## config.mk

```make
export PLATFORM = sky130hd
export DESIGN_NAME = router_fsm_flat
export DESIGN_NICKNAME = d
export VERILOG_FILES = /design/src/rtl/router_pkg.sv /design/src/rtl/router_fsm_if.sv /design/src/rtl/router_fsm.sv /design/src/flat_wrapper.sv
export SDC_FILE = /design/constraint.sdc
export NUM_CORES = 1
export LEC_CHECK = 0
export CORE_MARGIN = 3
export CORE_UTILIZATION = 30
export DETAILED_ROUTE_END_ITERATION = 16
export DONT_BUFFER_PORTS = 1
export SETUP_SLACK_MARGIN = 0.1
export SLEW_MARGIN = 20
export SYNTH_ARGS = -nofsm -noshare
export SYNTH_HDL_FRONTEND = slang
export SYNTH_SLANG_ARGS = --single-unit
```

## constraint.sdc

```tcl
create_clock -name clk -period 2.4 [get_ports clk]
set_clock_uncertainty 0.1 [all_clocks]
set_input_delay 0.12 -clock clk [delete_from_list [all_inputs] [get_ports clk]]
set_output_delay 0.12 -clock clk [all_outputs]
set_load 0.03 [all_outputs]
```

## src/rtl/router_pkg.sv

```systemverilog
// Shared types and constants for the 1x3 router receive controller.
package router_pkg;

   localparam int ADDR_W    = 2;
   localparam int NUM_PORTS = 3;

   localparam logic [1:0] ADDR_INVALID = 2'b11;

   typedef enum logic [2:0] {
      DECODE_ADDRESS     = 3'd0,
      LOAD_FIRST_DATA    = 3'd1,
      LOAD_DATA          = 3'd2,
      FIFO_FULL_STATE    = 3'd3,
      LOAD_AFTER_FULL    = 3'd4,
      LOAD_PARITY        = 3'd5,
      CHECK_PARITY_ERROR = 3'd6,
      WAIT_TILL_EMPTY    = 3'd7
   } router_fsm_state_e;

endpackage

```

## src/rtl/router_fsm_if.sv

```systemverilog
// Input-port / register-stage / synchronizer signals seen by the router FSM.
interface router_fsm_if #(
   parameter int ADDR_W = 2
);
   logic              pkt_valid;
   logic [ADDR_W-1:0] data_in;
   logic              fifo_full;
   logic              fifo_empty_0;
   logic              fifo_empty_1;
   logic              fifo_empty_2;
   logic              soft_reset_0;
   logic              soft_reset_1;
   logic              soft_reset_2;
   logic              parity_done;
   logic              low_pkt_valid;

   logic detect_add;
   logic lfd_state;
   logic ld_state;
   logic laf_state;
   logic full_state;
   logic write_enb_reg;
   logic rst_int_reg;
   logic busy;

   modport master (
      output pkt_valid, data_in, fifo_full,
      output fifo_empty_0, fifo_empty_1, fifo_empty_2,
      output soft_reset_0, soft_reset_1, soft_reset_2,
      output parity_done, low_pkt_valid,
      input  detect_add, lfd_state, ld_state, laf_state,
      input  full_state, write_enb_reg, rst_int_reg, busy
   );

   modport slave (
      input  pkt_valid, data_in, fifo_full,
      input  fifo_empty_0, fifo_empty_1, fifo_empty_2,
      input  soft_reset_0, soft_reset_1, soft_reset_2,
      input  parity_done, low_pkt_valid,
      output detect_add, lfd_state, ld_state, laf_state,
      output full_state, write_enb_reg, rst_int_reg, busy
   );
endinterface

```

## src/rtl/router_fsm.sv

```systemverilog
// Packet-receive controller: header, payload, parity and full/stall
// phases of each input packet, with Moore strobes for the datapath.
module router_fsm #(
   parameter int ADDR_W = 2
) (
   input logic        clk,
   input logic        rst,
   router_fsm_if.slave bus
);
   import router_pkg::*;

   router_fsm_state_e state_q, state_d;

   logic [ADDR_W-1:0]    addr_q, addr_d;
   logic [ADDR_W-1:0]    sel_addr;
   logic [NUM_PORTS-1:0] empty_vec;
   logic [NUM_PORTS-1:0] soft_vec;
   logic                 sel_empty;
   logic                 soft_hit;
   logic                 addr_ok;

   assign empty_vec = {bus.fifo_empty_2,
                       bus.fifo_empty_1,
                       bus.fifo_empty_0};
   assign soft_vec  = {bus.soft_reset_2,
                       bus.soft_reset_1,
                       bus.soft_reset_0};

   // header not yet latched while decoding, so look at data_in directly
   assign sel_addr = (state_q == DECODE_ADDRESS) ?
                     bus.data_in : addr_q;
   assign addr_ok  = (bus.data_in != ADDR_INVALID);

   always_comb begin
      sel_empty = 1'b0;
      soft_hit  = 1'b0;
      if (int'(sel_addr) < NUM_PORTS)
         sel_empty = empty_vec[sel_addr];
      if (int'(addr_q) < NUM_PORTS)
         soft_hit = soft_vec[addr_q] &&
                    (state_q != DECODE_ADDRESS);
   end

   always_comb begin
      addr_d = addr_q;
      if (state_q == DECODE_ADDRESS && bus.pkt_valid)
         addr_d = bus.data_in;
   end

   always_comb begin
      state_d = state_q;
      if (soft_hit) begin
         state_d = DECODE_ADDRESS;
      end else begin
         unique case (state_q)
            DECODE_ADDRESS:
               if (bus.pkt_valid && addr_ok)
                  state_d = sel_empty ? LOAD_FIRST_DATA
                                      : WAIT_TILL_EMPTY;
            LOAD_FIRST_DATA:
               state_d = LOAD_DATA;
            LOAD_DATA:
               if (bus.fifo_full)
                  state_d = FIFO_FULL_STATE;
               else if (!bus.pkt_valid)
                  state_d = LOAD_PARITY;
            FIFO_FULL_STATE:
               if (!bus.fifo_full)
                  state_d = LOAD_AFTER_FULL;
            LOAD_AFTER_FULL:
               if (bus.parity_done)
                  state_d = DECODE_ADDRESS;
               else if (bus.low_pkt_valid)
                  state_d = LOAD_PARITY;
               else
                  state_d = LOAD_DATA;
            LOAD_PARITY:
               state_d = CHECK_PARITY_ERROR;
            CHECK_PARITY_ERROR:
               state_d = bus.fifo_full ? FIFO_FULL_STATE
                                       : DECODE_ADDRESS;
            WAIT_TILL_EMPTY:
               if (sel_empty)
                  state_d = LOAD_FIRST_DATA;
            default:
               state_d = DECODE_ADDRESS;
         endcase
      end
   end

   always_ff @(posedge clk) begin
      if (rst) begin
         state_q <= DECODE_ADDRESS;
         addr_q  <= '0;
      end else begin
         state_q <= state_d;
         addr_q  <= addr_d;
      end
   end

   assign bus.detect_add    = (state_q == DECODE_ADDRESS);
   assign bus.lfd_state     = (state_q == LOAD_FIRST_DATA);
   assign bus.ld_state      = (state_q == LOAD_DATA);
   assign bus.laf_state     = (state_q == LOAD_AFTER_FULL);
   assign bus.full_state    = (state_q == FIFO_FULL_STATE);
   assign bus.rst_int_reg   = (state_q == CHECK_PARITY_ERROR);
   assign bus.write_enb_reg = (state_q == LOAD_DATA) ||
                              (state_q == LOAD_AFTER_FULL) ||
                              (state_q == LOAD_PARITY);
   assign bus.busy          = (state_q != DECODE_ADDRESS) &&
                              (state_q != LOAD_DATA);

endmodule

```

## src/flat_wrapper.sv

```systemverilog
// flat-port wrapper written by rule: the top's interface ports become plain ports
module router_fsm_flat import router_pkg::*;
#(
   parameter int ADDR_W = 2
)
  (clk, rst, bus_pkt_valid, bus_data_in, bus_fifo_full, bus_fifo_empty_0, bus_fifo_empty_1, bus_fifo_empty_2, bus_soft_reset_0, bus_soft_reset_1, bus_soft_reset_2, bus_parity_done, bus_low_pkt_valid, bus_detect_add, bus_lfd_state, bus_ld_state, bus_laf_state, bus_full_state, bus_write_enb_reg, bus_rst_int_reg, bus_busy);
  router_fsm_if #(.ADDR_W(ADDR_W)) bus_i ();
  input logic clk;
  input logic rst;
  input wire logic [$bits(bus_i.pkt_valid)-1:0] bus_pkt_valid;
  input wire logic [$bits(bus_i.data_in)-1:0] bus_data_in;
  input wire logic [$bits(bus_i.fifo_full)-1:0] bus_fifo_full;
  input wire logic [$bits(bus_i.fifo_empty_0)-1:0] bus_fifo_empty_0;
  input wire logic [$bits(bus_i.fifo_empty_1)-1:0] bus_fifo_empty_1;
  input wire logic [$bits(bus_i.fifo_empty_2)-1:0] bus_fifo_empty_2;
  input wire logic [$bits(bus_i.soft_reset_0)-1:0] bus_soft_reset_0;
  input wire logic [$bits(bus_i.soft_reset_1)-1:0] bus_soft_reset_1;
  input wire logic [$bits(bus_i.soft_reset_2)-1:0] bus_soft_reset_2;
  input wire logic [$bits(bus_i.parity_done)-1:0] bus_parity_done;
  input wire logic [$bits(bus_i.low_pkt_valid)-1:0] bus_low_pkt_valid;
  output wire logic [$bits(bus_i.detect_add)-1:0] bus_detect_add;
  output wire logic [$bits(bus_i.lfd_state)-1:0] bus_lfd_state;
  output wire logic [$bits(bus_i.ld_state)-1:0] bus_ld_state;
  output wire logic [$bits(bus_i.laf_state)-1:0] bus_laf_state;
  output wire logic [$bits(bus_i.full_state)-1:0] bus_full_state;
  output wire logic [$bits(bus_i.write_enb_reg)-1:0] bus_write_enb_reg;
  output wire logic [$bits(bus_i.rst_int_reg)-1:0] bus_rst_int_reg;
  output wire logic [$bits(bus_i.busy)-1:0] bus_busy;
  assign bus_i.pkt_valid = bus_pkt_valid;
  assign bus_i.data_in = bus_data_in;
  assign bus_i.fifo_full = bus_fifo_full;
  assign bus_i.fifo_empty_0 = bus_fifo_empty_0;
  assign bus_i.fifo_empty_1 = bus_fifo_empty_1;
  assign bus_i.fifo_empty_2 = bus_fifo_empty_2;
  assign bus_i.soft_reset_0 = bus_soft_reset_0;
  assign bus_i.soft_reset_1 = bus_soft_reset_1;
  assign bus_i.soft_reset_2 = bus_soft_reset_2;
  assign bus_i.parity_done = bus_parity_done;
  assign bus_i.low_pkt_valid = bus_low_pkt_valid;
  assign bus_detect_add = bus_i.detect_add;
  assign bus_lfd_state = bus_i.lfd_state;
  assign bus_ld_state = bus_i.ld_state;
  assign bus_laf_state = bus_i.laf_state;
  assign bus_full_state = bus_i.full_state;
  assign bus_write_enb_reg = bus_i.write_enb_reg;
  assign bus_rst_int_reg = bus_i.rst_int_reg;
  assign bus_busy = bus_i.busy;
  router_fsm #(.ADDR_W(ADDR_W)) u_core (.clk(clk), .rst(rst), .bus(bus_i));
endmodule
```

==> impl_results.md, run 1 <==
- Outcome: completed
- Final Hold Vio Count: 0
- Antenna Nets Post-Route: 0
- Io pins: 22
- TritonCTS clock tree: done
- Final critical path time including I/O delays and setup: 2160 ps
- First-iteration detailed-routing DRC count: 22
- RSZ-0062 raised after global routing: false
- Clock Pin Slew Worst Setup and Hold Paths: 40 ps
- Power density cells: 1530 nW/um2
- Layout overhead on the synthesized area: 16.9%
- Number of sinks handled by clock tree synthesis: 5
- Fraction of met2 tracks used by global routing: 23.4%
- Worst Path Required: 2420 ps
- Critical path data arrival time: 2180 ps
- Post-synthesis net count: 83
- Commonest non-fill, non-tap cells in the layout: sky130_fd_sc_hd__nand2_1, sky130_fd_sc_hd__a21oi_1, sky130_fd_sc_hd__dlygate4sd3_1, sky130_fd_sc_hd__dfxtp_1, sky130_fd_sc_hd__nor2_1
- Cell Chain, Critical Path: or3_1 > inv_4 > nand2_1 > nand2_1 > a21oi_1 > dlygate4sd3_1
- Starting Density: 32.6%
- Leak: 0.227 nW
- Type of element capturing the critical path: register
- Post-layout instance area: 581 um2
- Total wire length after detailed routing: 1310 um
- Sequential element share of the synthesized area: 20.2%
- Number of instances in the synthesized netlist: 69
- Worst slew pin tran: 596 ps
- Number of filler cells placed in the layout: 162
- GR met3 Demand/Resource: 1.56%
- Total die area: 2180 um2
- Cell occurring most often along the worst timing path: sky130_fd_sc_hd__nand2_1
- Layer with the highest usage: met2
- Largest buffer count on any clock path: 2
- DIE WIDTH: 46.7 um
- Yosys synthesis warning count: 0
- Avg Inst Size Synth: 7.20 um2
- Slowest stage delay, CP: 550 ps
- TritonCTS Buffers: 3
- Cell area after synthesis: 497 um2
- Via count of the first global-routing pass: 515
- Number of cells after detailed placement: 82
- Count of input and output buffers: 0
- Vias per inst: 6.14
- Area share of the largest cell type after synthesis: 20.2%
- Max-slew violation count: 0
- Setup-violating endpoint count in the final report: 0
- M1 GR Usage: 16.6%
- Antenna diode instance count: 0
- RD Place Congestion: 0.780
- Number of vias in the routed layout: 559
- Number of antenna violations at the first check in global routing: 0
- Post-detail-place hpwl: 905 um
- Most frequent standard cell in the layout excluding fill and tap cells: sky130_fd_sc_hd__nand2_1
- Tightest slew margin relative to the limit: 60.0%
- Number of standard-cell rows in the floorplan: 14
- Hold crit path type: input pin to register
- H-tree depth reported by CTS: 1
- Timing-limited maximum frequency: 462 MHz
- Final nets: 90
- Number of maximum-capacitance constraint violations: 0
- Total iterations of the first detailed-routing run: 4
- Overall die height: 46.7 um
- Library cells used by synthesis: 34
- Latest clock arrival within the worst-skew pair: 240 ps
- Setup CP Type: register to register
- GRT Resource Usage Total: 13.9%
- Worst IR drop on VDD: 0.668 mV
- Synth area leaders: sky130_fd_sc_hd__dfxtp_1, sky130_fd_sc_hd__a21oi_1, sky130_fd_sc_hd__mux2i_1, sky130_fd_sc_hd__nand2_1, sky130_fd_sc_hd__nand3b_1
- Ratio of cells with drive above 1 in the final layout: 9.33%
- Post-route core utilization: 38.1%
- Count of unresolved DRC violations after routing: 0
- Fraction of the cycle the final worst path needs: 90.1%
- Area after detailed placement: 502 um2
- Root buffer selected by CTS: sky130_fd_sc_hd__clkbuf_4
- Synth Register Bits: 5
- CP startpoint kind: register
- Largest net degree at the start of global routing: 17
- Total congestion overflow: 0
- Core area: 1520 um2
- Critical-path top delay cell: sky130_fd_sc_hd__dlygate4sd3_1
- Setup_tns: 0 ps
- First-pass GRT wire length: 2150 um
- Number of non-filler instances in the completed layout: 91
- Cell accounting for the most synthesized area: sky130_fd_sc_hd__dfxtp_1
- Worst Path Max Fanout: 16
- Post-DR wirelength/cell: 14.4 um
- Post-route worst hold slack: 62.7 ps
layout make-up:
class                      instances  area [um2]  area share (%)
inverter                           3        13.8            2.37
clock buffer                       4        26.3            4.53
timing repair buffer               6        57.6            9.91
tap                               16        20.0            3.45
multi-input combinational         57         363            62.5
sequential                         5         100            17.2
kinds of logic after synthesis:
| group | synth area share (%) |
|---|---|
| xor+xnor | 1.76 |
| simple gates | 32.2 |
| buf+inv | 6.80 |
| mux | 6.05 |
| compound gates | 33.0 |
| flops | 20.2 |
per-stage QoR:
stage / power [mW] / worst slack, ps
3_3_place_gp: 0.744 / 526
3_5_place_dp: 0.751 / 473
4_1_cts: 0.868 / 253
6_report: 0.888 / 237
2_1_floorplan: 0.695 / 664
5_1_grt: 0.961 / 145
power by group:
part           internal, mW  total [mW]  switching (mW)
Sequential            0.117       0.221           0.104
Combinational         0.204       0.573           0.369
Clock                0.0626      0.0935          0.0309
worst paths after layout:
path | cells past startpoint | end | startpoint | slack (ps)
worst min-delay path | 4 | u_core.state_q[0] | bus_fifo_full | 60
worst min register to register | 2 | u_core.addr_q[0] | u_core.addr_q[0] | 460
worst max register to register | 6 | u_core.addr_q[1] | u_core.state_q[2] | 240
worst max-delay path | 6 | u_core.addr_q[1] | u_core.state_q[2] | 240
metal layers:
metal,up-vias,routed length [um]
met5,-,0
met4,0,28
met3,4,107
met2,25,671
met1,262,506
li1,268,-
what timing repair did:
| item | CTS | global route |
|---|---|---|
| resized for setup | 0 | 1 |
| endpoints found under the hold margin | 5 | 0 |
| setup endpoints to repair | 0 | 1 |
| hold buffers | 5 | 0 |
| buffers inserted | 0 | 0 |
sequential cells by signal, indices dropped and copies added, names as in the netlist:
register / cells
u_core.state_q: 3
u_core.addr_q: 2
worst max-delay path, delay by kind of cell, from the launching register on:
kind,cells,cell delay (ps)
DFF,1,460
buffers and inverters,2,730
AOI/OAI and AO/OA,1,60
and+or+nand+nor,3,700
cell usage after synthesis (all sizes together):
library cell	number
nor3b	2
or4b	1
dfxtp	5
o21ai	6
nand2	7
and3	1
a21o	1
nor2b	1
a21oi	6
nor2	4
o211ai	2
nand2b	3
nand3b	3
nand4	1
a32o	2
mux2i	3
xor2	1
o22ai	1
clkbuf	3
buf	1
or2	1
and2	1
o31ai	1
a22oi	1
a32oi	1
a211oi	1
nand3	3
or3	1
inv	3
a211o	1
o31a	1
Power figures use the tool's default switching activity.
==> inputs of run 2 (changes only) <==
- CORE_AREA: default -> 3 3 40 42
- CORE_MARGIN: 3 -> default
- CORE_UTILIZATION: 30 -> default
- DIE_AREA: default -> 0 0 43 45
- SETUP_SLACK_MARGIN: 0.1 -> 0.5
==> impl_results.md, run 2 (synthesis gave the netlist of run 1 again) <==
- Worst Path Max Fanout: 16
- Outcome: completed
- Number of standard-cell rows in the floorplan: 13
- Post-route core utilization: 45.5%
- Setup_tns: 0 ps
- Timing-limited maximum frequency: 567 MHz
- Number of antenna violations at the first check in global routing: 0
- Leak: 0.228 nW
- Number of vias in the routed layout: 521
- H-tree depth reported by CTS: 1
- Tightest slew margin relative to the limit: 61.0%
- Number of filler cells placed in the layout: 125
- Overall die height: 45 um
- Total congestion overflow: 0
- Root buffer selected by CTS: sky130_fd_sc_hd__clkbuf_4
- Min-delay src: bus_pkt_valid
- Cell Chain, Critical Path: or4b_1 > a32o_2 > a32o_1 > a211oi_2
- Pre-CTS WS: 481 ps
- Via count of the first global-routing pass: 443
- Flop-to-flop setup slack: 640 ps
- Worst Reg2Reg Path Length in Cells: 4
- Antenna diode instance count: 0
- Starting Density: 38.7%
- Critical path buffers and inverters: 0
- RSZ-0062 raised after global routing: false
- Sequential cell area: 103 um2
- Io pins: 22
- Ratio of cells with drive above 1 in the final layout: 14.7%
- Vias per inst: 5.79
- Clock Pin Slew Worst Setup and Hold Paths: 50 ps
- Final nets: 90
- Hold-critical path depth: 3
- Largest buffer count on any clock path: 2
- Total setup buffers inserted after CTS: 0
- Fraction of the cycle the final worst path needs: 73.4%
- Number of cells after detailed placement: 82
- Post-detail-place hpwl: 843 um
- Antenna Nets Post-Route: 0
- Max-slew violation count: 0
- Worst r2r src: u_core.state_q[0]
- Count of unresolved DRC violations after routing: 0
- Type of element capturing the critical path: register
- Worst IR drop on VDD: 0.568 mV
- Power density cells: 1530 nW/um2
- Post-DR wirelength/cell: 12.3 um
- Most frequent standard cell in the layout excluding fill and tap cells: sky130_fd_sc_hd__nand2_1
- Flip-flop count of the largest register after layout: 3
- Total die area: 1940 um2
- Worst slew pin tran: 581 ps
- Area taken by multi-input logic gates: 368 um2
- Layout overhead on the synthesized area: 17.6%
- First-iteration detailed-routing DRC count: 11
- RD Place Congestion: 0.756
- DIE WIDTH: 43 um
- Final critical path time including I/O delays and setup: 1760 ps
- CP startpoint kind: register
- Number of sinks handled by clock tree synthesis: 5
- Total iterations of the first detailed-routing run: 4
- First-pass GRT wire length: 1780 um
- Critical-path top delay cell: sky130_fd_sc_hd__or4b_1
- Final Hold Vio Count: 0
- Setup CP Type: register to register
- Commonest non-fill, non-tap cells in the layout: sky130_fd_sc_hd__nand2_1, sky130_fd_sc_hd__a21oi_1, sky130_fd_sc_hd__nor2_1, sky130_fd_sc_hd__dlygate4sd3_1
- Total wire length after detailed routing: 1110 um
- Largest net degree at the start of global routing: 17
- Largest reg by FF count: u_core.state_q
- Hold crit path type: input pin to register
- Critical path data arrival time: 1820 ps
- TritonCTS Buffers: 3
- End of the worst hold path: u_core.state_q[1]
- GRT Resource Usage Total: 12.2%
- Number of maximum-capacitance constraint violations: 0
- Slack of the critical path: 638 ps
- Setup-violating endpoint count in the final report: 0
- R2r endpoint: u_core.state_q[2]
- Number of non-filler instances in the completed layout: 90
- Count of input and output buffers: 0
- Biggest regs: u_core.state_q x3, u_core.addr_q x2
- Slowest stage delay, CP: 530 ps
- Latest clock arrival within the worst-skew pair: 240 ps
- Family of cells with the greatest summed delay on the critical path: compound AO/OA/AOI/OAI gates
- Worst Path Required: 2460 ps
- Core area: 1280 um2
- TritonCTS clock tree: done
[run 2: cell count changes in the layout (fill, tap and decap cells not counted)]
cell	previous run	this run
sky130_fd_sc_hd__dfxtp_1	5	3
sky130_fd_sc_hd__dfxtp_2	0	2
sky130_fd_sc_hd__buf_4	1	2
sky130_fd_sc_hd__dlygate4sd3_1	5	4
sky130_fd_sc_hd__or3_1	1	0
sky130_fd_sc_hd__or3_4	0	1
[run 2: worst min-delay path, stage by stage]
cell                      delay, ps
sky130_fd_sc_hd__nand3_1         50
sky130_fd_sc_hd__a21oi_1         70
sky130_fd_sc_hd__o31a_1         100
[run 2: worst max-delay path by stage]
stage | slack [ps] | endpoint | depth (start not counted) | from
floorplan | 660 | u_core.state_q[2] | 6 | u_core.state_q[2]
global placement | 520 | u_core.state_q[2] | 5 | u_core.state_q[2]
detailed placement | 480 | u_core.state_q[2] | 5 | u_core.state_q[2]
CTS | 540 | u_core.state_q[2] | 5 | u_core.state_q[2]
global route | 580 | u_core.state_q[2] | 4 | u_core.state_q[0]
finish | 640 | u_core.state_q[2] | 4 | u_core.state_q[0]
[run 2: layer usage]
layer  vias up  share of wire [%]  GRT usage [%]
met5         -                  0              0
met4         0                  0           3.61
met3         0                7.5           5.18
met2        15                 48           20.7
met1       235                 45           14.2
li1        271                  -              -
[run 2: what timing repair did]
action | 4_1_cts | 5_1_grt
gates resized for setup | 1 | 3
setup endpoints to repair | 1 | 1
endpoints found under the hold margin | 5 | 0
hold buffers | 4 | 0
[run 2: layout make-up]
type	count	area share, %
multi-input combinational	57	63.0
sequential	5	17.6
timing repair buffer	6	9.42
clock buffer	4	4.50
tap	15	3.21
inverter	3	2.36
[run 2: power by group]
group	total [mW]	switching (mW)	internal, mW
Sequential	0.204	0.0826	0.121
Clock	0.0957	0.0330	0.0627
Combinational	0.594	0.375	0.219
Total	0.894	0.491	0.403
[run 2: stage by stage]
step / cell area [um2] / hold slack [ps] / total power, mW
after floorplan: 497 / 89.1 / 0.695
after global placement: 508 / 96.6 / 0.756
after detailed placement: 508 / 95.1 / 0.762
after CTS: 577 / 47.4 / 0.882
after global routing: 584 / 88.2 / 0.967
final: 584 / 54.9 / 0.894
==> inputs of run 3 (changes only) <==
- clock period: 2.4 -> 1.45 ns (I/O delays scaled with it)
==> impl_results.md, run 3 (synthesis gave the netlist of run 1 again) <==
- Outcome: complete, but fails checks
- Violations in the final reports: negative hold slack, negative setup slack
- Post-detail-place hpwl: 999 um
- Largest reg by FF count: u_core.state_q
- Flip-flop count of the largest register after layout: 3
- Core area: 1280 um2
- Max-slew violation count: 0
- Worst Path Max Fanout: 3
- Worst IR drop on VDD: 1.06 mV
- Timing-limited maximum frequency: 602 MHz
- Number of sinks handled by clock tree synthesis: 5
- Total power consumption of the routed design: 2.10 mW
- Number of antenna violations at the first check in global routing: 0
- Hold crit path type: input pin to register
- Antenna Nets Post-Route: 0
- Setup_tns: -615 ps
- Root buffer selected by CTS: sky130_fd_sc_hd__clkbuf_4
- Total congestion overflow: 0
- DIE WIDTH: 43 um
- Worst slew pin tran: 388 ps
- Number of vias in the routed layout: 582
- Tightest slew margin relative to the limit: 74.1%
- Layout overhead on the synthesized area: 52.9%
- Biggest regs: u_core.state_q x3, u_core.addr_q x2
- Io pins: 22
- Leak: 0.297 nW
- Clock Pin Slew Worst Setup and Hold Paths: 40 ps
- Hold buffer count at cts: 3
- Number of filler cells placed in the layout: 124
- Vias per inst: 5.76
- Worst Path Required: 1510 ps
- Slack of the critical path: -211 ps
- Latest clock arrival within the worst-skew pair: 240 ps
- Switching part of the total: 49.2%
- Sequential fraction of design power: 12.3%
- Largest buffer count on any clock path: 2
- First-iteration detailed-routing DRC count: 8
- Starting Density: 38.7%
- Fraction of power consumed by the clock network: 7.7%
- Critical path data arrival time: 1730 ps
- TritonCTS clock tree: done
- Type of element capturing the critical path: register
- Internal power: 1.07 mW
- Total die area: 1940 um2
- Antenna diode instance count: 0
- H-tree depth reported by CTS: 1
- Post-DR wirelength/cell: 14.5 um
- Commonest non-fill, non-tap cells in the layout: sky130_fd_sc_hd__buf_4, sky130_fd_sc_hd__nand2_1, sky130_fd_sc_hd__a21oi_1
- RD Place Congestion: 0.763
- Setup CP Type: register to register
- Setup-violating endpoint count in the final report: 6
- Net switching power: 1.03 mW
- First-pass GRT wire length: 2490 um
- Most frequent standard cell in the layout excluding fill and tap cells: sky130_fd_sc_hd__buf_4
- GRT Resource Usage Total: 18.0%
- Final critical path time including I/O delays and setup: 1660 ps
- Combinational share of power: 79.9%
- Ratio of cells with drive above 1 in the final layout: 38.4%
- Total wire length after detailed routing: 1470 um
- Count of input and output buffers: 0
- Power density cells: 2760 nW/um2
- TritonCTS Buffers: 3
- Fraction of the cycle the final worst path needs: 115%
- Total iterations of the first detailed-routing run: 4
- CP startpoint kind: register
- Flop-to-flop setup slack: -210 ps
- Post-route worst hold slack: -118 ps
- Final Hold Vio Count: 1
- Count of unresolved DRC violations after routing: 0
- Number of standard-cell rows in the floorplan: 13
- Number of maximum-capacitance constraint violations: 0
- RSZ-0062 raised after global routing: true
- Via count of the first global-routing pass: 540
- Final nets: 101
- Overall die height: 45 um
- Largest net degree at the start of global routing: 13
run 3: changes by cell type in the layout (fill, tap and decap cells not counted), moves of 2 or more:
| cell | before | now |
|---|---|---|
| sky130_fd_sc_hd__nor2_1 | 4 | 1 |
| sky130_fd_sc_hd__nand2b_1 | 3 | 1 |
| sky130_fd_sc_hd__nand2b_4 | 0 | 2 |
| sky130_fd_sc_hd__buf_6 | 0 | 2 |
| sky130_fd_sc_hd__buf_4 | 2 | 10 |
| sky130_fd_sc_hd__nor2_4 | 0 | 3 |
run 3: metrics by stage:
stage	utilization [%]	instance area (um2)	setup WS [ps]	std cells
floorplan	-	586	-239	69
global placement	49.3	633	-182	90
detailed placement	49.3	633	-205	90
CTS	59.0	758	-207	101
global route	59.1	759	-263	101
finish	59.1	759	-211	101
run 3: layout make-up:
cell class | instances | area, um2 | share of cell area, %
multi-input combinational | 57 | 435 | 57.3
timing repair buffer | 17 | 163 | 21.4
sequential | 5 | 103 | 13.5
clock buffer | 4 | 26.3 | 3.46
tap | 15 | 18.8 | 2.47
inverter | 3 | 13.8 | 1.81
run 3: power by group through the flow:
stage               sequential, mW  clock, mW  combinational, mW
floorplan                    0.255          0               1.16
global placement             0.252          0               1.45
detailed placement           0.253          0               1.46
CTS                          0.253      0.167               1.67
global route                 0.270      0.179               1.81
finish                       0.258      0.162               1.68
run 3: routing by layer:
layer,wire (um),up-vias,global-route usage [%]
met5,0,-,0
met2,743,15,30.5
met1,610,271,21.0
met3,89,5,5.98
met4,25,0,7.23
li1,-,291,-
run 3: final timing paths:
path	startpoint	endpoint	cells after the start
max reg2reg	u_core.state_q[0]	u_core.state_q[2]	4
min reg2reg	u_core.addr_q[0]	u_core.addr_q[0]	2
max	u_core.state_q[0]	u_core.state_q[2]	4
min	bus_data_in[1]	u_core.addr_q[1]	2
run 3: what timing repair did:
| item | in CTS | in global routing |
|---|---|---|
| endpoints found under the hold margin | 5 | 1 |
| cloned | 0 | 0 |
| setup endpoints to repair | 13 | 13 |
| pin swaps | 7 | 3 |
| buffers inserted | 4 | 0 |
| gates resized for setup | 7 | 1 |
run 3: critical path: stages, from the launching register on:
cell	delay (ps)
sky130_fd_sc_hd__dfxtp_2	320
sky130_fd_sc_hd__or4b_1	520
sky130_fd_sc_hd__a32o_2	270
sky130_fd_sc_hd__a32o_1	230
sky130_fd_sc_hd__a211oi_2	160
